File: src/rtl/serial_tx.sv
// Framed serial transmitter: start bit, LSB-first data, stop bit(s) over a
// valid/ready handshake. All outputs are registered from next-state values.
module serial_tx #(
  parameter int P_DATA_W       = 8,
  parameter int P_CLKS_PER_BIT = 16,
  parameter int P_STOP_BITS    = 1
) (
  input  logic                i_clk,
  input  logic                i_rst,
  input  logic [P_DATA_W-1:0] i_data,
  input  logic                i_valid,
  output logic                o_ready,
  output logic                o_sgnl,
  output logic                o_busy,
  output logic                o_done
);

  localparam int BAUD_W = $clog2(P_CLKS_PER_BIT) + 1;
  localparam int BIT_W  = $clog2(P_DATA_W) + 1;

  localparam logic [BAUD_W-1:0] BAUD_LAST = BAUD_W'(P_CLKS_PER_BIT - 1);
  localparam logic [BIT_W-1:0]  DATA_LAST = BIT_W'(P_DATA_W - 1);
  localparam logic [BIT_W-1:0]  STOP_LAST = BIT_W'(P_STOP_BITS - 1);

  typedef enum logic [1:0] {
    IDLE,
    START,
    DATA,
    STOP
  } state_t;

  state_t              state, state_nxt;
  logic [BAUD_W-1:0]   baud_cnt, baud_nxt;
  logic [BIT_W-1:0]    bit_cnt, bit_nxt;
  logic [P_DATA_W-1:0] shift, shift_nxt;
  logic                sgnl_nxt;
  logic                done_nxt;
  logic                bit_end;

  assign bit_end = (baud_cnt == BAUD_LAST);

  always_comb begin
    state_nxt = state;
    baud_nxt  = baud_cnt;
    bit_nxt   = bit_cnt;
    shift_nxt = shift;
    done_nxt  = 1'b0;

    case (state)
      IDLE: begin
        if (i_valid) begin
          shift_nxt = i_data;
          baud_nxt  = '0;
          bit_nxt   = '0;
          state_nxt = START;
        end
      end
      START: begin
        if (bit_end) begin
          baud_nxt  = '0;
          state_nxt = DATA;
        end else begin
          baud_nxt = baud_cnt + BAUD_W'(1);
        end
      end
      DATA: begin
        if (bit_end) begin
          baud_nxt = '0;
          if (bit_cnt == DATA_LAST) begin
            bit_nxt   = '0;
            state_nxt = STOP;
          end else begin
            bit_nxt   = bit_cnt + BIT_W'(1);
            shift_nxt = shift >> 1;
          end
        end else begin
          baud_nxt = baud_cnt + BAUD_W'(1);
        end
      end
      STOP: begin
        // bit_cnt is reused here to count stop bits
        if (bit_end) begin
          baud_nxt = '0;
          if (bit_cnt == STOP_LAST) begin
            bit_nxt   = '0;
            done_nxt  = 1'b1;
            state_nxt = IDLE;
          end else begin
            bit_nxt = bit_cnt + BIT_W'(1);
          end
        end else begin
          baud_nxt = baud_cnt + BAUD_W'(1);
        end
      end
      default: state_nxt = IDLE;
    endcase

    case (state_nxt)
      START:   sgnl_nxt = 1'b0;
      DATA:    sgnl_nxt = shift_nxt[0];
      default: sgnl_nxt = 1'b1;
    endcase
  end

  always_ff @(posedge i_clk or negedge i_rst) begin
    if (!i_rst) begin
      state    <= IDLE;
      baud_cnt <= '0;
      bit_cnt  <= '0;
      shift    <= '0;
      o_sgnl   <= 1'b1;
      o_ready  <= 1'b1;
      o_busy   <= 1'b0;
      o_done   <= 1'b0;
    end else begin
      state    <= state_nxt;
      baud_cnt <= baud_nxt;
      bit_cnt  <= bit_nxt;
      shift    <= shift_nxt;
      o_sgnl   <= sgnl_nxt;
      o_ready  <= (state_nxt == IDLE);
      o_busy   <= (state_nxt != IDLE);
      o_done   <= done_nxt;
    end
  end

endmodule

File: config.mk
export PLATFORM = sky130hd
export DESIGN_NAME = serial_tx
export DESIGN_NICKNAME = d
export VERILOG_FILES = /design/src/rtl/serial_tx.sv
export SDC_FILE = /design/constraint.sdc
export NUM_CORES = 1
export LEC_CHECK = 0
export CORE_AREA = 2 2 56 58
export CTS_CLUSTER_SIZE = 30
export DETAILED_ROUTE_END_ITERATION = 16
export DIE_AREA = 0 0 58 60
export HOLD_SLACK_MARGIN = 0.12
export PLACE_DENSITY = 0.71
export REMOVE_ABC_BUFFERS = 1
export SYNTH_ARGS = -nofsm -noshare
export SYNTH_HDL_FRONTEND = slang
export SYNTH_SLANG_ARGS = --single-unit
File: constraint.sdc
create_clock -name i_clk -period 1.6 [get_ports i_clk]
set_input_delay 0.48 -clock i_clk [delete_from_list [all_inputs] [get_ports i_clk]]
set_output_delay 0.48 -clock i_clk [all_outputs]
set_load 0.005 [all_outputs]
==> results of run 1 <==
[stage by stage]
stage,instance area (µm²),total power [W],cells,hold WS (ns),worst slack [ns]
6_report,2120,0.00270,228,0.504,-0.186
5_1_grt,2120,0.00285,228,0.540,-0.259
4_1_cts,1940,0.00249,224,0.511,-0.126
3_5_place_dp,1760,0.00206,211,0.511,-0.304
3_3_place_gp,1760,0.00201,211,0.507,-0.289
2_1_floorplan,1290,0.00150,127,0.184,-0.269
[worst paths after layout]
| check | start | endpoint | slack [ns] | depth (start not counted) |
|---|---|---|---|---|
| worst min register to register | shift[7] | shift[7] | 0.55 | 2 |
| max in group asynchronous | i_rst | o_ready | 0.80 | 2 |
| worst max register to register | bit_cnt[1] | o_busy | -0.19 | 7 |
| worst min-delay path | i_rst | bit_cnt[1] | 0.50 | 2 |
| worst max-delay path | bit_cnt[1] | o_busy | -0.19 | 7 |
| min in group i_clk | shift[7] | shift[7] | 0.55 | 2 |
[power groups by stage]
stage | Clock, W | Combinational [W] | Sequential, W
detailed placement | 0 | 0.00117 | 0.000893
CTS | 0.000287 | 0.00132 | 0.000884
global route | 0.000304 | 0.00161 | 0.000929
floorplan | 0 | 0.000615 | 0.000886
global placement | 0 | 0.00113 | 0.000880
finish | 0.000283 | 0.00150 | 0.000921
[synth_stat cells]
| library cell | n | area [µm²] |
|---|---|---|
| nor3b_1 | 2 | 15.0 |
| a31oi_1 | 2 | 12.5 |
| nor2_1 | 15 | 56.3 |
| o41ai_1 | 1 | 8.76 |
| ha_1 | 8 | 100 |
| and3_1 | 1 | 6.26 |
| nand4b_1 | 1 | 8.76 |
| xnor2_1 | 1 | 8.76 |
| mux2_2 | 1 | 11.3 |
| nor2b_1 | 1 | 6.26 |
| a211oi_4 | 1 | 20.0 |
| a21o_1 | 2 | 15.0 |
| or3b_1 | 1 | 8.76 |
| a211oi_1 | 2 | 15.0 |
| nand3b_1 | 2 | 15.0 |
| buf_2 | 1 | 5.00 |
| nand3_1 | 5 | 25.0 |
| nor4_1 | 1 | 6.26 |
| o221ai_2 | 1 | 15.0 |
| and2_2 | 1 | 7.51 |
| dfrtp_1 | 21 | 526 |
| and2_1 | 1 | 6.26 |
| mux2i_1 | 1 | 10.0 |
| buf_6 | 2 | 22.5 |
| o21ai_0 | 10 | 50.1 |
| inv_1 | 9 | 33.8 |
| and4b_1 | 1 | 10.0 |
| dfstp_2 | 2 | 52.6 |
| clkbuf_1 | 3 | 11.3 |
| o21a_1 | 1 | 7.51 |
| a221o_2 | 1 | 11.3 |
| a21oi_2 | 4 | 35.0 |
| or4_1 | 1 | 7.51 |
| nand4_1 | 1 | 6.26 |
| a21oi_1 | 4 | 20.0 |
| nor3_1 | 1 | 5.00 |
| nand2_4 | 1 | 11.3 |
| o311ai_4 | 1 | 26.3 |
| a22oi_1 | 7 | 52.6 |
| nand2_1 | 6 | 22.5 |
| nand2b_1 | 3 | 18.8 |
| o22ai_1 | 1 | 6.26 |
| a32o_1 | 1 | 10.0 |
[timing repair]
| item | CTS | global route |
|---|---|---|
| buffers inserted | 8 | 6 |
| hold endpoints to repair | 0 | 0 |
| cloned | 1 | 0 |
| pin swaps | 5 | 13 |
| gates resized for setup | 25 | 48 |
| endpoints found under the setup margin | 22 | 18 |
[cell families after synthesis]
| group | count (synthesis) | share of synthesized area, % |
|---|---|---|
| simple gates | 45 | 18.3 |
| mux | 2 | 1.60 |
| flops | 23 | 43.5 |
| fa+ha+maj | 8 | 7.53 |
| xor+xnor | 1 | 0.659 |
| compound gates | 39 | 23.0 |
| buf+inv | 15 | 5.46 |
[layout make-up]
cell class	instances	area (µm²)	share of cell area (%)
tap	33	41.3	1.94
clock inverter	1	5.00	0.236
inverter	9	33.8	1.59
multi-input combinational	95	881	41.5
clock buffer	3	22.5	1.06
sequential	23	578	27.2
timing repair buffer	64	562	26.5
[metal layers]
layer  track usage, %  vias to the layer above  wire length (µm)
met1             22.6                      618              1460
met4             10.3                        0                70
met2             36.9                       26              2010
met3             3.68                       10               117
met5                0                        -                 0
li1                 -                      600                 -
[registers in the layout, indices dropped and copies added, names as in the netlist]
register and count:
o_done 1, o_busy 1, o_ready 1, baud_cnt 5
shift 8, bit_cnt 4, state 2, o_sgnl 1
[layout by cell type, fill, tap and decap left out, types with 5 or more instances in the layout]
master           instances
a21oi_2                  5
a22oi_1                  6
buf_4                   37
buf_6                   13
clkdlybuf4s50_1          9
dfrtp_1                 21
inv_1                    7
nand2_1                  5
nor2_2                   8
o21ai_0                  7
==> impl_metrics.csv, run 1 <==
group,metric,value,unit
run_status,outcome,"complete, but fails checks",
run_status,violations,"negative setup slack",
global_route,grt_usage,20.2,%
logic_synthesis,ys_ff_latch,23,
sta,min_period,1.79,ns
global_route,grt_max_degree,24,
clock_network,worstSkewPairLatency,0.32,ns
detailed_routing,drc,0,
global_route,grt_pass1_wl,5.33,mm
sta,drv_slew,0,
detailed_routing,ant_nets,0,
sta,setup_viol,15,
layout,drive_gt1_share,54.4,%
detailed_routing,via_count,1254,
detailed_routing,wl_per_cell,16.0,µm
detailed_routing,wl,3.66,mm
floorplan,start_util,45.8,%
setup_path,start_kind,"flop",
detailed_routing,via_per_inst,5.50,
sta,relSlewSlack,79.2,%
power,ir_drop,1.05,mV
power,p_switching,0.00104,W
global_route,grt_pass1_vias,1263,
flow_run,maxCapViolations,0,
layout,utilization,73.1,%
logic_synthesis,netlist_area,1330,µm²
setup_path,critPathMaxFanout,4,
power,clkPwrFrac,10.5,%
clock_network,postCtsHoldBufs,0,
sta,rsz0062_at_grt,"true",
setup_path,cp_cell_sequence,"inv_1 > ha_2 > or3b_4 > a21oi_4 > and2_4 > o311ai_4 > nand2b_1",
sta,tightest_slew,0.312,ns
clock_network,clkTransAtPathRegs,0.14,ns
floorplan,io_pins,15,
power,pwr-share-seq,34.1,%
place,dp_hpwl,2.17,mm
floorplan,die_height,60,µm
power,sw_frac_of_total,38.6,%
clock_network,cts_num_sinks,23,
logic_synthesis,postSynthCellCount,133,
setup_path,crit_family,"simple AND/OR/NAND/NOR gates",
layout,final_nets,215,
sta,fin_crit_sh,112,%
detailed_routing,drtIter0Drc,32,
place,io_buffer_count,14,
layout,area_growth,59.8,%
setup_path,critPathKind,"flop to flop",
power,p_leak,0.949,nW
global_route,grt_remaining_overflow,0,
sta,skew,0.00662,ns
floorplan,die_x,58,µm
layout,diodes,0,
clock_network,cts_tree,"done",
sta,finalHoldViolCount,0,
clock_network,cts.htree.levels,1,
clock_network,root_buffer,"clkbuf_4",
setup_path,required,1.82,ns
floorplan,core_area,2900,µm²
clock_network,cts_buffer_depth,2,
layout,n_fill_cell,190,
setup_path,slowest_stage,"dfrtp_1",
logic_synthesis,yosys_warnings,0,
global_route,antenna_found_initial,0,
sta,setup-tns-final,-1.91,ns
sta,worst_slack,-0.186,ns
logic_synthesis,yosysSeqAreaShare,43.5,%
worst_hold_path,hp-class,"input pin to async pin",
setup_path,arrival,2.00,ns
sta,clock.fmax,560,MHz
logic_synthesis,avgSynthCellArea,9.99,µm²
power,comb_power_share,55.4,%
place,routabilityCongestion,0.890,
floorplan,rows,20,
power,p_per_area,1270,nW/µm²
setup_path,critPathCaptureType,"flop",
clock_network,numCtsBuffers,3,
logic_synthesis,synth_cell_type_count,43,
setup_path,cp_slowest_stage_delay,0.42,ns
setup_path,path_buf_inv,1,
floorplan,die_area,3480,µm²
power,intPower,0.00166,W
detailed_routing,drtPass1Iterations,4,
No activity file was read; power rests on OpenSTA's default activity.
==> run 2, diff against run 1 <==
--- a/config.mk
+++ b/config.mk
@@ -5,6 +5,7 @@
 export SDC_FILE = /design/constraint.sdc
 export NUM_CORES = 1
 export LEC_CHECK = 0
+export ABC_AREA = 0
 export CORE_AREA = 2 2 56 58
 export CTS_CLUSTER_SIZE = 30
 export DETAILED_ROUTE_END_ITERATION = 16
@@ -15,3 +16,4 @@
 export SYNTH_ARGS = -nofsm -noshare
 export SYNTH_HDL_FRONTEND = slang
 export SYNTH_SLANG_ARGS = --single-unit
+export TNS_END_PERCENT = 10
==> run 2 against run 1 <==
The flow still finishes with violations (negative setup slack). Combinational power fell by 18%. Flip-flop and latch count unchanged. Global-route usage shrank 2.7 points. Final cell count shrank 5.7%. Sequential power fell by 4.8%. Setup slack better by 0.073 ns. Die area did not move. Clock power shrank 3%. Fmax grew 4.3%. Clock skew fell by 0.0057 ns. Critical path type unchanged. Critical endpoint is now shift[3]. Largest cell class unchanged. Largest power group unchanged.
==> impl_metrics.csv, run 2 (same netlist as run 1, synthesis figures left out) <==
group,metric,value,unit
setup_path,critPathMaxFanout,14,
sta,drv_slew,0,
detailed_routing,drtIter0Drc,31,
setup_path,cp_slowest_stage_delay,0.40,ns
detailed_routing,wl,2.85,mm
detailed_routing,wl_met3,106,µm
setup_path,crit_start,"bit_cnt[0]",
floorplan,die_height,60,µm
run_status,violations,"negative setup slack",
floorplan,die_x,58,µm
sta,setup-tns-final,-1.01,ns
global_route,grt_usage,17.5,%
setup_path,start_kind,"flop",
sta,setup_viol,12,
power,ir_drop,0.761,mV
worst_hold_path,hp-class,"input pin to async pin",
layout,finalInstanceArea,1850,µm²
floorplan,die_area,3480,µm²
sta,relSlewSlack,79.4,%
setup_path,worstReg2RegStart,"bit_cnt[0]",
layout,final_cell_mix,"buf_4, dfrtp_1, nor2_1",
clock_network,cts.htree.levels,1,
power,p_leak,0.846,nW
sta,finalHoldViolCount,0,
layout,final_nets,202,
global_route,grt_max_degree,24,
setup_path,critPathKind,"flop to flop",
flow_run,maxCapViolations,0,
global_route,grt_pass1_wl,4.67,mm
floorplan,core_area,2900,µm²
clock_network,root_buffer,"clkbuf_4",
global_route,antenna_found_initial,0,
clock_network,clkTransAtPathRegs,0.13,ns
layout,largest_registers,"shift x8, baud_cnt x5, bit_cnt x4",
sta,timing.hold.ws,0.514,ns
clock_network,postCtsHoldBufs,0,
setup_path,arrival,1.96,ns
clock_network,cts_buffer_depth,2,
power,p_per_area,1290,nW/µm²
place,dpl-instance-area,1760,µm²
sta,rsz0062_at_grt,"true",
detailed_routing,via_count,1153,
global_route,grt_pass1_vias,1129,
place,routabilityCongestion,0.890,
detailed_routing,via_per_inst,5.36,
detailed_routing,highest_layer,"met4",
detailed_routing,drt-met1-wl,1.25,mm
layout,area_growth,39.3,%
layout,n_fill_cell,221,
setup_path,r2r_slack,-0.11,ns
detailed_routing,ant_nets,0,
floorplan,io_pins,15,
layout,largest_reg_flops,8,
layout,layout_commonest_cell,"buf_4",
layout,diodes,0,
detailed_routing,met2WireLength,1.48,mm
layout,drive_gt1_share,35.2,%
sta,tightest_slew,0.309,ns
clock_network,worstSkewPairLatency,0.31,ns
setup_path,required,1.84,ns
floorplan,rows,20,
setup_path,cp_cell_sequence,"buf_4 > ha_2 > nand3b_1 > nand2_4 > a211oi_4 > buf_12 > nor2_1 > a21oi_1",
global_route,grt_remaining_overflow,0,
detailed_routing,drc,0,
place,place_ws,-0.304,ns
place,dp_hpwl,2.17,mm
run_status,outcome,"complete, but fails checks",
detailed_routing,drtPass1Iterations,4,
clock_network,cts_tree,"done",
layout,regMostFlops,"shift",
sta,fin_crit_sh,107,%
floorplan,start_util,45.8,%
sta,min_period,1.71,ns
sta,worst_slack,-0.112,ns
detailed_routing,wl_per_cell,13.3,µm
setup_path,slowest_stage,"dfrtp_1",
sta,clock.fmax,584,MHz
clock_network,numCtsBuffers,3,
setup_path,critPathCaptureType,"flop",
place,io_buffer_count,14,
sta,skew,0.000915,ns
clock_network,cts_num_sinks,23,
run 2: changes by cell type in the layout (fill, tap and decap cells not counted), moves of 3 or more:
cell | previous run | this run
nor2_4 | 4 | 0
o21ai_1 | 0 | 3
nor2_1 | 3 | 15
buf_6 | 13 | 0
nor2_2 | 8 | 0
o21ai_2 | 3 | 0
run 2: critical path, delay by kind of cell, from the launching register on:
kind            cells  cell delay (ns)
compound gates      2             0.37
flops               1             0.40
simple gates        3             0.36
fa+ha+maj           1             0.19
buf+inv             2             0.32
run 2: metal layers:
metal,vias up,track usage [%]
met2,26,31.8
met4,0,6.98
met5,-,0
met3,2,2.60
met1,549,20.8
li1,576,-
run 2: layout make-up:
type | count | area, µm² | share of cell area (%)
multi-input cells | 95 | 744 | 40.2
flip-flops and latches | 23 | 578 | 31.2
repair buffers | 51 | 425 | 23.0
well taps | 33 | 41.3 | 2.23
inverters | 9 | 33.8 | 1.83
clock buffers | 3 | 22.5 | 1.22
clock inverters | 1 | 5.00 | 0.270
run 2: timing repair:
action	CTS	global route
setup buffers	0	0
pin swaps	5	1
gates resized for setup	12	11
setup endpoints to repair	22	18
hold endpoints to repair	0	0
run 2: power breakdown:
group | internal, W | switching, W | leakage [nW] | total, W
registers | 0.000783 | 0.0000942 | 0.294 | 0.000877
clock network | 0.0000935 | 0.000180 | 0.0177 | 0.000274
logic | 0.000660 | 0.000572 | 0.534 | 0.00123
run 2: path summary, 6_finish.rpt:
path / cells after the start / end
worst max-delay path: 8 / shift[3]
worst min-delay path: 2 / bit_cnt[0]
worst max register to register: 8 / shift[3]
worst min register to register: 2 / shift[4]
max in group asynchronous: 2 / o_sgnl
min in group i_clk: 2 / shift[4]
run 2: stage by stage:
step           utilization [%]  power (W)  instances
2_1_floorplan                -    0.00150        127
3_3_place_gp              60.7    0.00201        211
3_5_place_dp              60.7    0.00206        211
4_1_cts                   62.2    0.00233        215
5_1_grt                   63.7    0.00255        215
6_report                  63.7    0.00238        215
==> run 3, diff against run 2 <==
--- a/config.mk
+++ b/config.mk
@@ -12,7 +12,6 @@
 export DIE_AREA = 0 0 58 60
 export HOLD_SLACK_MARGIN = 0.12
 export PLACE_DENSITY = 0.71
-export REMOVE_ABC_BUFFERS = 1
 export SYNTH_ARGS = -nofsm -noshare
 export SYNTH_HDL_FRONTEND = slang
 export SYNTH_SLANG_ARGS = --single-unit
==> run 3 against run 2 <==
The flow still finishes with violations (negative setup slack). Non-clock buffer count fell by 5. Die area unchanged. Clock skew grew 0.0079 ns.
==> impl_metrics.csv, run 3 (same netlist as run 1, synthesis figures left out) <==
group,metric,value,unit
layout,drive_gt1_share,33.9,%
sta,finalHoldViolCount,0,
sta,fin_crit_sh,109,%
sta,clock.fmax,573,MHz
sta,setup_viol,5,
sta,drv_slew,0,
floorplan,die_x,58,µm
global_route,grt_pass1_wl,5.06,mm
place,io_buffer_count,14,
sta,rsz0062_at_grt,"true",
sta,tightest_slew,0.326,ns
sta,min_period,1.75,ns
logic_synthesis,syn-num-nets,152,
global_route,grt_usage,18.8,%
layout,finalInstanceArea,1800,µm²
setup_path,rr_endpoint,"o_busy",
floorplan,die_height,60,µm
floorplan,io_pins,15,
floorplan,start_util,45.8,%
setup_path,r2r_slack,-0.15,ns
clock_network,cts_num_sinks,23,
sta,setup-tns-final,-0.428,ns
global_route,grt_max_degree,24,
detailed_routing,via_count,1148,
floorplan,core_area,2900,µm²
setup_path,start_kind,"flop",
layout,final_nets,197,
detailed_routing,via_per_inst,5.47,
layout,layout_commonest_cell,"buf_4",
clock_network,cts_buffer_depth,2,
layout,final_cell_mix,"buf_4, dfrtp_1, nor2_1",
layout,largest_registers,"shift x8, baud_cnt x5, bit_cnt x4",
sta,relSlewSlack,78.2,%
setup_path,worstReg2RegStart,"bit_cnt[0]",
place,dpl-instance-area,1730,µm²
global_route,grt_pass1_vias,1239,
power,p_per_area,1290,nW/µm²
global_route,antenna_found_initial,0,
clock_network,clkTransAtPathRegs,0.13,ns
setup_path,required,1.82,ns
sta,skew,0.00881,ns
flow_run,maxCapViolations,0,
setup_path,critPathCaptureType,"flop",
worst_hold_path,hp-class,"input pin to async pin",
clock_network,postCtsHoldBufs,0,
detailed_routing,wl_per_cell,13.9,µm
layout,area_growth,35.6,%
detailed_routing,drtPass1Iterations,4,
layout,diodes,0,
setup_path,critPathMaxFanout,4,
clock_network,worstSkewPairLatency,0.31,ns
power,p_leak,0.811,nW
clock_network,numCtsBuffers,3,
sta,worst_slack,-0.146,ns
detailed_routing,drtIter0Drc,42,
global_route,grt_remaining_overflow,0,
floorplan,die_area,3480,µm²
run_status,violations,"negative setup slack",
floorplan,rows,20,
setup_path,reg2regPathDepth,7,
place,routabilityCongestion,0.808,
detailed_routing,ant_nets,0,
layout,largest_reg_flops,8,
setup_path,arrival,1.97,ns
clock_network,cts_tree,"done",
setup_path,critPathKind,"flop to flop",
place,dp_hpwl,2.26,mm
run_status,outcome,"complete, but fails checks",
place,dp.cells,205,
clock_network,root_buffer,"clkbuf_4",
detailed_routing,drc,0,
layout,regMostFlops,"shift",
power,ir_drop,0.786,mV
detailed_routing,wl,2.93,mm
clock_network,cts.htree.levels,1,
layout,layoutNonFillerInstCount,210,
run 3: changes by cell type in the layout (fill, tap and decap cells not counted), moves of 2 or more:
cell,change
inv_1,-2
buf_4,-5
o21ai_1,-2
o21ai_0,+2
inv_2,+2
run 3: critical path, cell delays in order, from the launching register on:
cell,delay (ns)
dfrtp_1,0.42
inv_1,0.06
ha_1,0.15
or3b_4,0.40
a21oi_4,0.17
and2_4,0.17
o311ai_4,0.11
nand2b_1,0.17
run 3: through the flow:
| step | worst slack (ns) | hold slack (ns) | power (W) | utilization [%] |
|---|---|---|---|---|
| 6_report | -0.146 | 0.504 | 0.00232 | 62.1 |
| 3_5_place_dp | -0.305 | 0.515 | 0.00203 | 59.6 |
| 4_1_cts | -0.159 | 0.504 | 0.00230 | 60.9 |
| 5_1_grt | -0.222 | 0.510 | 0.00249 | 62.1 |
| 2_1_floorplan | -0.0498 | 0.184 | 0.00155 | - |
| 3_3_place_gp | -0.260 | 0.507 | 0.00197 | 59.6 |
run 3: layout make-up:
class                   instances  area [µm²]
well taps                      33        41.3
repair buffers                 46         388
clock buffers                   3        22.5
fillers                       239        1100
inverters                       9        33.8
clock inverters                 1        5.00
flip-flops and latches         23         578
multi-input cells              95         733
run 3: timing repair:
| action | 4_1_cts | 5_1_grt |
|---|---|---|
| resized for setup | 9 | 7 |
| hold endpoints to repair | 0 | 0 |
| setup endpoints to repair | 21 | 17 |
| setup buffers | 0 | 1 |
| pin swaps | 3 | 1 |
run 3: metal layers:
layer	GRT usage, %	vias to the layer above	routed length (µm)
met5	0	-	0
met4	7.97	0	57
met3	3.03	6	103
met2	35.7	31	1540
met1	20.5	548	1230
li1	-	563	-
run 3: how the worst max path moves through the flow:
| stage | from | endpoint | slack (ns) | cells after the start |
|---|---|---|---|---|
| after global placement | i_valid | baud_cnt[0] | -0.26 | 6 |
| after CTS | bit_cnt[0] | o_busy | -0.16 | 7 |
| after global routing | bit_cnt[1] | o_busy | -0.22 | 7 |
| after floorplan | bit_cnt[0] | o_busy | -0.05 | 7 |
| final | bit_cnt[0] | o_busy | -0.15 | 7 |
| after detailed placement | i_valid | baud_cnt[0] | -0.31 | 6 |
run 3: power breakdown:
| part | internal, W | switching (W) | total [W] |
|---|---|---|---|
| clock | 0.0000934 | 0.000179 | 0.000272 |
| sequential | 0.000783 | 0.000111 | 0.000894 |
| combinational | 0.000593 | 0.000564 | 0.00116 |
